[src/rtl/regfile_rv_if.sv]
// rtl/regfile_rv_if.sv - issue, operand and writeback signals between decoder/ALU and register file
//   master: decoder/ALU side (drives issue indices and writeback, observes stall and operands)
//   slave : register file side
//   enable/rs1/rs2/rd      issue request and its register indices
//   stall                  issue refused this cycle (combinational)
//   rs1_value/rs2_value    registered operands
//   operands_valid         operands belong to the issue accepted on the previous edge
//   wb_enable/wb_rd/wb_data writeback from the ALU, never back-pressured
interface regfile_rv_if #(
    parameter int XLEN = 32,
    parameter int AW   = 5
);
    logic            enable;
    logic [AW-1:0]   rs1;
    logic [AW-1:0]   rs2;
    logic [AW-1:0]   rd;
    logic            stall;
    logic [XLEN-1:0] rs1_value;
    logic [XLEN-1:0] rs2_value;
    logic            operands_valid;
    logic            wb_enable;
    logic [AW-1:0]   wb_rd;
    logic [XLEN-1:0] wb_data;

    modport master (
        output enable, rs1, rs2, rd, wb_enable, wb_rd, wb_data,
        input  stall, rs1_value, rs2_value, operands_valid
    );

    modport slave (
        input  enable, rs1, rs2, rd, wb_enable, wb_rd, wb_data,
        output stall, rs1_value, rs2_value, operands_valid
    );
endinterface

[src/rtl/regfile_rv.sv]
// rtl/regfile_rv.sv - RV32I integer register file with busy scoreboard and registered operand read
//   clock  rising-edge system clock
//   reset  asynchronous active-high reset; clears array, busy bits and operand outputs
//   bus    regfile_rv_if.slave: issue indices in, stall/operands out, writeback in
module regfile_rv #(
    parameter int XLEN = 32,
    parameter int NREG = 32
) (
    input  logic        clock,
    input  logic        reset,
    regfile_rv_if.slave bus
);
    localparam int AW = $clog2(NREG);

    logic [XLEN-1:0] regs [NREG];
    logic [NREG-1:0] busy;
    logic [NREG-1:0] busy_eff;
    logic [NREG-1:0] busy_next;
    logic            wb_write;
    logic            accept;
    logic [XLEN-1:0] op1;
    logic [XLEN-1:0] op2;

    // Index 0 reads as zero; a same-cycle writeback to the index is forwarded.
    function automatic logic [XLEN-1:0] operand(input logic [AW-1:0] idx);
        if (idx == '0)
            return '0;
        else if (bus.wb_enable && bus.wb_rd == idx)
            return bus.wb_data;
        else
            return regs[idx];
    endfunction

    assign wb_write = bus.wb_enable && (bus.wb_rd != '0);

    // A writeback landing this cycle retires the hazard, so it does not stall.
    always_comb begin
        busy_eff = '0;
        for (int i = 0; i < NREG; i++)
            busy_eff[i] = busy[i] && !(bus.wb_enable && bus.wb_rd == AW'(i));
    end

    // busy[0] is never set, so index 0 cannot contribute to a stall.
    assign bus.stall = bus.enable &&
                       (busy_eff[bus.rs1] || busy_eff[bus.rs2] || busy_eff[bus.rd]);
    assign accept    = bus.enable && !bus.stall;
    assign op1       = operand(bus.rs1);
    assign op2       = operand(bus.rs2);

    // Issue set is applied after the writeback clear so it wins on the same index.
    always_comb begin
        busy_next = busy;
        if (wb_write)
            busy_next[bus.wb_rd] = 1'b0;
        if (accept && bus.rd != '0)
            busy_next[bus.rd] = 1'b1;
    end

    always_ff @(posedge clock or posedge reset) begin
        if (reset) begin
            for (int i = 0; i < NREG; i++)
                regs[i] <= '0;
            busy               <= '0;
            bus.rs1_value      <= '0;
            bus.rs2_value      <= '0;
            bus.operands_valid <= 1'b0;
        end else begin
            bus.operands_valid <= accept;
            if (accept) begin
                bus.rs1_value <= op1;
                bus.rs2_value <= op2;
            end
            if (wb_write)
                regs[bus.wb_rd] <= bus.wb_data;
            busy <= busy_next;
        end
    end
endmodule
[src/flat_wrapper.sv]
// flat-port wrapper written by rule: the top's interface ports become plain ports
module regfile_rv_flat 
#(
    parameter int XLEN = 32,
    parameter int NREG = 32
)
  (clock, reset, bus_enable, bus_rs1, bus_rs2, bus_rd, bus_wb_enable, bus_wb_rd, bus_wb_data, bus_stall, bus_rs1_value, bus_rs2_value, bus_operands_valid);
  regfile_rv_if #(.XLEN(XLEN)) bus_i ();
  input  logic clock;
  input  logic reset;
  input wire logic [$bits(bus_i.enable)-1:0] bus_enable;
  input wire logic [$bits(bus_i.rs1)-1:0] bus_rs1;
  input wire logic [$bits(bus_i.rs2)-1:0] bus_rs2;
  input wire logic [$bits(bus_i.rd)-1:0] bus_rd;
  input wire logic [$bits(bus_i.wb_enable)-1:0] bus_wb_enable;
  input wire logic [$bits(bus_i.wb_rd)-1:0] bus_wb_rd;
  input wire logic [$bits(bus_i.wb_data)-1:0] bus_wb_data;
  output wire logic [$bits(bus_i.stall)-1:0] bus_stall;
  output wire logic [$bits(bus_i.rs1_value)-1:0] bus_rs1_value;
  output wire logic [$bits(bus_i.rs2_value)-1:0] bus_rs2_value;
  output wire logic [$bits(bus_i.operands_valid)-1:0] bus_operands_valid;
  assign bus_i.enable = bus_enable;
  assign bus_i.rs1 = bus_rs1;
  assign bus_i.rs2 = bus_rs2;
  assign bus_i.rd = bus_rd;
  assign bus_i.wb_enable = bus_wb_enable;
  assign bus_i.wb_rd = bus_wb_rd;
  assign bus_i.wb_data = bus_wb_data;
  assign bus_stall = bus_i.stall;
  assign bus_rs1_value = bus_i.rs1_value;
  assign bus_rs2_value = bus_i.rs2_value;
  assign bus_operands_valid = bus_i.operands_valid;
  regfile_rv #(.XLEN(XLEN), .NREG(NREG)) u_core (.clock(clock), .reset(reset), .bus(bus_i));
endmodule
[config.mk]
export PLATFORM = sky130hd
export DESIGN_NAME = regfile_rv_flat
export DESIGN_NICKNAME = d
export VERILOG_FILES = /design/src/rtl/regfile_rv_if.sv /design/src/rtl/regfile_rv.sv /design/src/flat_wrapper.sv
export SDC_FILE = /design/constraint.sdc
export NUM_CORES = 2
export LEC_CHECK = 0
export CAP_MARGIN = 25
export CORE_MARGIN = 2
export CORE_UTILIZATION = 32
export CTS_CLUSTER_SIZE = 40
export DETAILED_ROUTE_END_ITERATION = 8
export PLACE_DENSITY_LB_ADDON = 0.08
export SLEW_MARGIN = 10
export SYNTH_ARGS = -nofsm -noshare
export SYNTH_HDL_FRONTEND = slang
export SYNTH_SLANG_ARGS = --single-unit
export TNS_END_PERCENT = 1
[constraint.sdc]
create_clock -name clock -period 60.7 [get_ports clock]
set_input_delay 6.07 -clock clock [delete_from_list [all_inputs] [get_ports clock]]
set_output_delay 6.07 -clock clock [all_outputs]
set_load 0.02 [all_outputs]
==> qor.csv <==
stage,metric,value,unit
clock_tree,clock_sinks,1121,
setup_path,crit_end,bus_stall,
die,core_area,185000,sq um
timing,relSlewSlack,0.251,
cells_and_area,drive_above_1_share,0.475,
setup_path,reg2reg_from,u_core.busy[21]$_DFF_PP0_,
detailed_routing,vias,38500,
setup_path,r2r.worst_path.cells,8,
synth,synth_top_area_share,0.470,
clock_tree,ctsLongestPathBuffers,3,
setup_path,slowest_stage,clkdlybuf4s50_1,
timing,clock.fmax,59.4,MHz
detailed_routing,top_layer_used,met4,
die,num_rows,158,
synth,syn_inst,4124,
timing,period_share,0.277,
synth,synth.distinct_cells,79,
clock_tree,cts_setup_buffers,0,
outcome,status,finished clean,
synth,avgSynthCellArea,14.5,sq um
global_routing,overflow,0,
setup_path,arrival,10750,ps
setup_path,path_delay_family,buffers and inverters,
global_routing,antenna_found_initial,8,
detailed_routing,wl_met3,9950,microns
pwr,leakage,0.0290,uW
setup_path,critPathLaunchType,input pin,
timing,setup_viol,0,
setup_path,rrSetupSlack,56960,ps
placed_design,port_buffers,121,
synth,syn_nets,4180,
synth,ys_warn_count,0,
setup_path,cpMostUsedCell,clkdlybuf4s50_1,
die,fp.dieArea,190000,sq um
setup_path,crit_cells,10,
synth,synth-seq-cells,1121,
detailed_routing,dr.pass1.iters,5,
setup_path,cp.required,54630,ps
clock_tree,ctsResizeCount,0,
detailed_routing,antenna_left,0,
die,die_w,436,microns
min_path,hold_class,register to register,
setup_path,crit_chain,clkdlybuf4s50_1 > nand4b_2 > nor2_4 > buf_4 > o21bai_1 > a21oi_1 > a2111oi_0 > nor4_2 > a21boi_0 > clkdlybuf4s50_1,
global_routing,first_global_vias,39700,
pwr,vdd_drop_max,0.0303,mV
die,die_h,436,microns
synth,synth_most_common_cell,dfrtp_1,
die,initial_utilization,0.322,
detailed_routing,met2_length,106000,microns
setup_path,path_max_fanout,20,
timing,min_period,16820,ps
synth,synthTopCellsByCount,"1121 x dfrtp_1, 1027 x mux2_2, 522 x mux4_2",
synth,synth-edff-count,0,
clock_tree,clkSlewWorstSetupHoldPaths,60,ps
cells_and_area,instances_no_fill,6662,
cells_and_area,layout-area-overhead-vs-synth,15.0,%
detailed_routing,drc,0,
synth,async_reset_ff_frac,1.00,
synth,synth_top_area_cell,dfrtp_1,
setup_path,path_buf_inv,3,
detailed_routing,wl_per_cell,33.4,microns
detailed_routing,routed_wl,223000,microns
global_routing,grt_use_total,0.234,
job,cap_violations,0,
timing,final.setup_skew,33.4,ps
detailed_routing,drt-met1-wl,102000,microns
synth,ys.flop_type,dfrtp_1,
global_routing,grt_pass1_wl,319000,microns
timing,tns,0,ps
synth,ys_top_cells_by_area,"dfrtp_1 47%, mux4_2 20%, mux2_2 19%",
timing,slew_violations,0,
timing,rsz0062_at_grt,no,
setup_path,rr_endpoint,u_core.bus.rs2_value[7]$_DFFE_PP0P_,
clock_tree,cts_tree,yes,
detailed_routing,viasPerCell,5.78,
clock_tree,cts_max_level,4,
detailed_routing,drt-initial-drc-count,2910,
setup_path,end_kind,primary output,
synth,syn_area,59700,sq um
timing,worst_pin_slew,1120,ps
clock_tree,cts-root-buf,clkbuf_16,
placed_design,dp.cells,6397,
global_routing,grt_max_degree,150,
pwr,cellPowerDensity,35.4,nW/um^2
synth,ys_seq_area_frac,0.470,
cells_and_area,nets,4121,
clock_tree,hold_buffers,0,
placed_design,gp_congestion,0.810,
setup_path,critPathKind,input pin to primary output,
clock_tree,insertion_delay,800,ps
setup_path,slowest_delay,990,ps
timing,hold_viol,0,
setup_path,startpoint,bus_wb_enable,
die,num_io_pins,122,
clock_tree,cts_buffers,141,
placed_design,dp_hpwl,128000,microns
-- kinds of logic (layout without fill, tap and decap cells) --
family                 count (synthesis)  count (layout)  share of synthesized area
AND/OR/NAND/NOR                      403             403                     0.0313
buffers and inverters                476             528                     0.0314
flip-flops                          1121            1121                      0.470
multiplexers                        1716            1716                      0.419
XOR/XNOR                              11              11                    0.00161
other                                  0               6                          0
AO/OA/AOI/OAI                        397             397                     0.0470
-- cells in the final DEF (no fill, tap or decap), types with 52 or more instances in the layout --
master              n
dfrtp_1          1121
mux2_2           1027
mux4_2            522
nand2_1           196
mux2i_1           159
clkbuf_16         148
buf_4             126
clkdlybuf4s50_1   111
o21ai_0            68
nor2_1             57
a21oi_1            57
a211oi_1           52
-- sequential cells by signal, summed over array words and instances, names as in the netlist --
signal,count
u_core.regs,1024
u_core.bus.rs1_value,32
u_core.bus.rs2_value,32
u_core.busy,32
u_core.bus.operands_valid,1
-- worst min path at each step --
| stage | cells after the start | from | slack, ps | to |
|---|---|---|---|---|
| detailed placement | 0 | u_core.regs[1012]$_DFFE_PP0P_ | 380 | u_core.regs[1012]$_DFFE_PP0P_ |
| finish | 0 | u_core.regs[1012]$_DFFE_PP0P_ | 390 | u_core.regs[1012]$_DFFE_PP0P_ |
| floorplan | 1 | u_core.regs[1000]$_DFFE_PP0P_ | 440 | u_core.regs[1000]$_DFFE_PP0P_ |
| global placement | 0 | u_core.regs[1018]$_DFFE_PP0P_ | 380 | u_core.regs[1018]$_DFFE_PP0P_ |
| global route | 0 | u_core.regs[1000]$_DFFE_PP0P_ | 410 | u_core.regs[1000]$_DFFE_PP0P_ |
| CTS | 0 | u_core.regs[1013]$_DFFE_PP0P_ | 400 | u_core.regs[1013]$_DFFE_PP0P_ |
-- through the flow --
stage | setup slack [ps] | util | instance area (sq um) | hold slack (ps) | power, uW
6_report | 43880 | 0.370 | 68700 | 391 | 2430
3_3_place_gp | 43420 | 0.343 | 63500 | 380 | 1550
3_5_place_dp | 43480 | 0.344 | 63700 | 382 | 1560
2_1_floorplan | 23060 | - | 59700 | 441 | 1370
5_1_grt | 43680 | 0.370 | 68700 | 408 | 2540
4_1_cts | 43450 | 0.370 | 68600 | 396 | 2460
-- routing by layer --
layer  vias to the layer above  GRT usage
li1                      15800          -
met1                     21400      0.330
met2                      1049      0.377
met3                       252     0.0338
met4                         0     0.0587
met5                         -          0
-- power breakdown --
| group | switching (uW) | internal (uW) |
|---|---|---|
| combinational | 233 | 302 |
| clock | 348 | 539 |
| sequential | 108 | 902 |
| total | 690 | 1740 |
-- final cells by class --
class | instances | area (sq um)
fillers | 17700 | 117000
flip-flops and latches | 1121 | 28100
clock inverters | 40 | 558
multi-input cells | 2527 | 30100
inverters | 13 | 61.3
well taps | 2480 | 3100
diodes | 6 | 15.0
repair buffers | 261 | 2510
clock buffers | 214 | 4270
(Power assumes the default switching activity.)
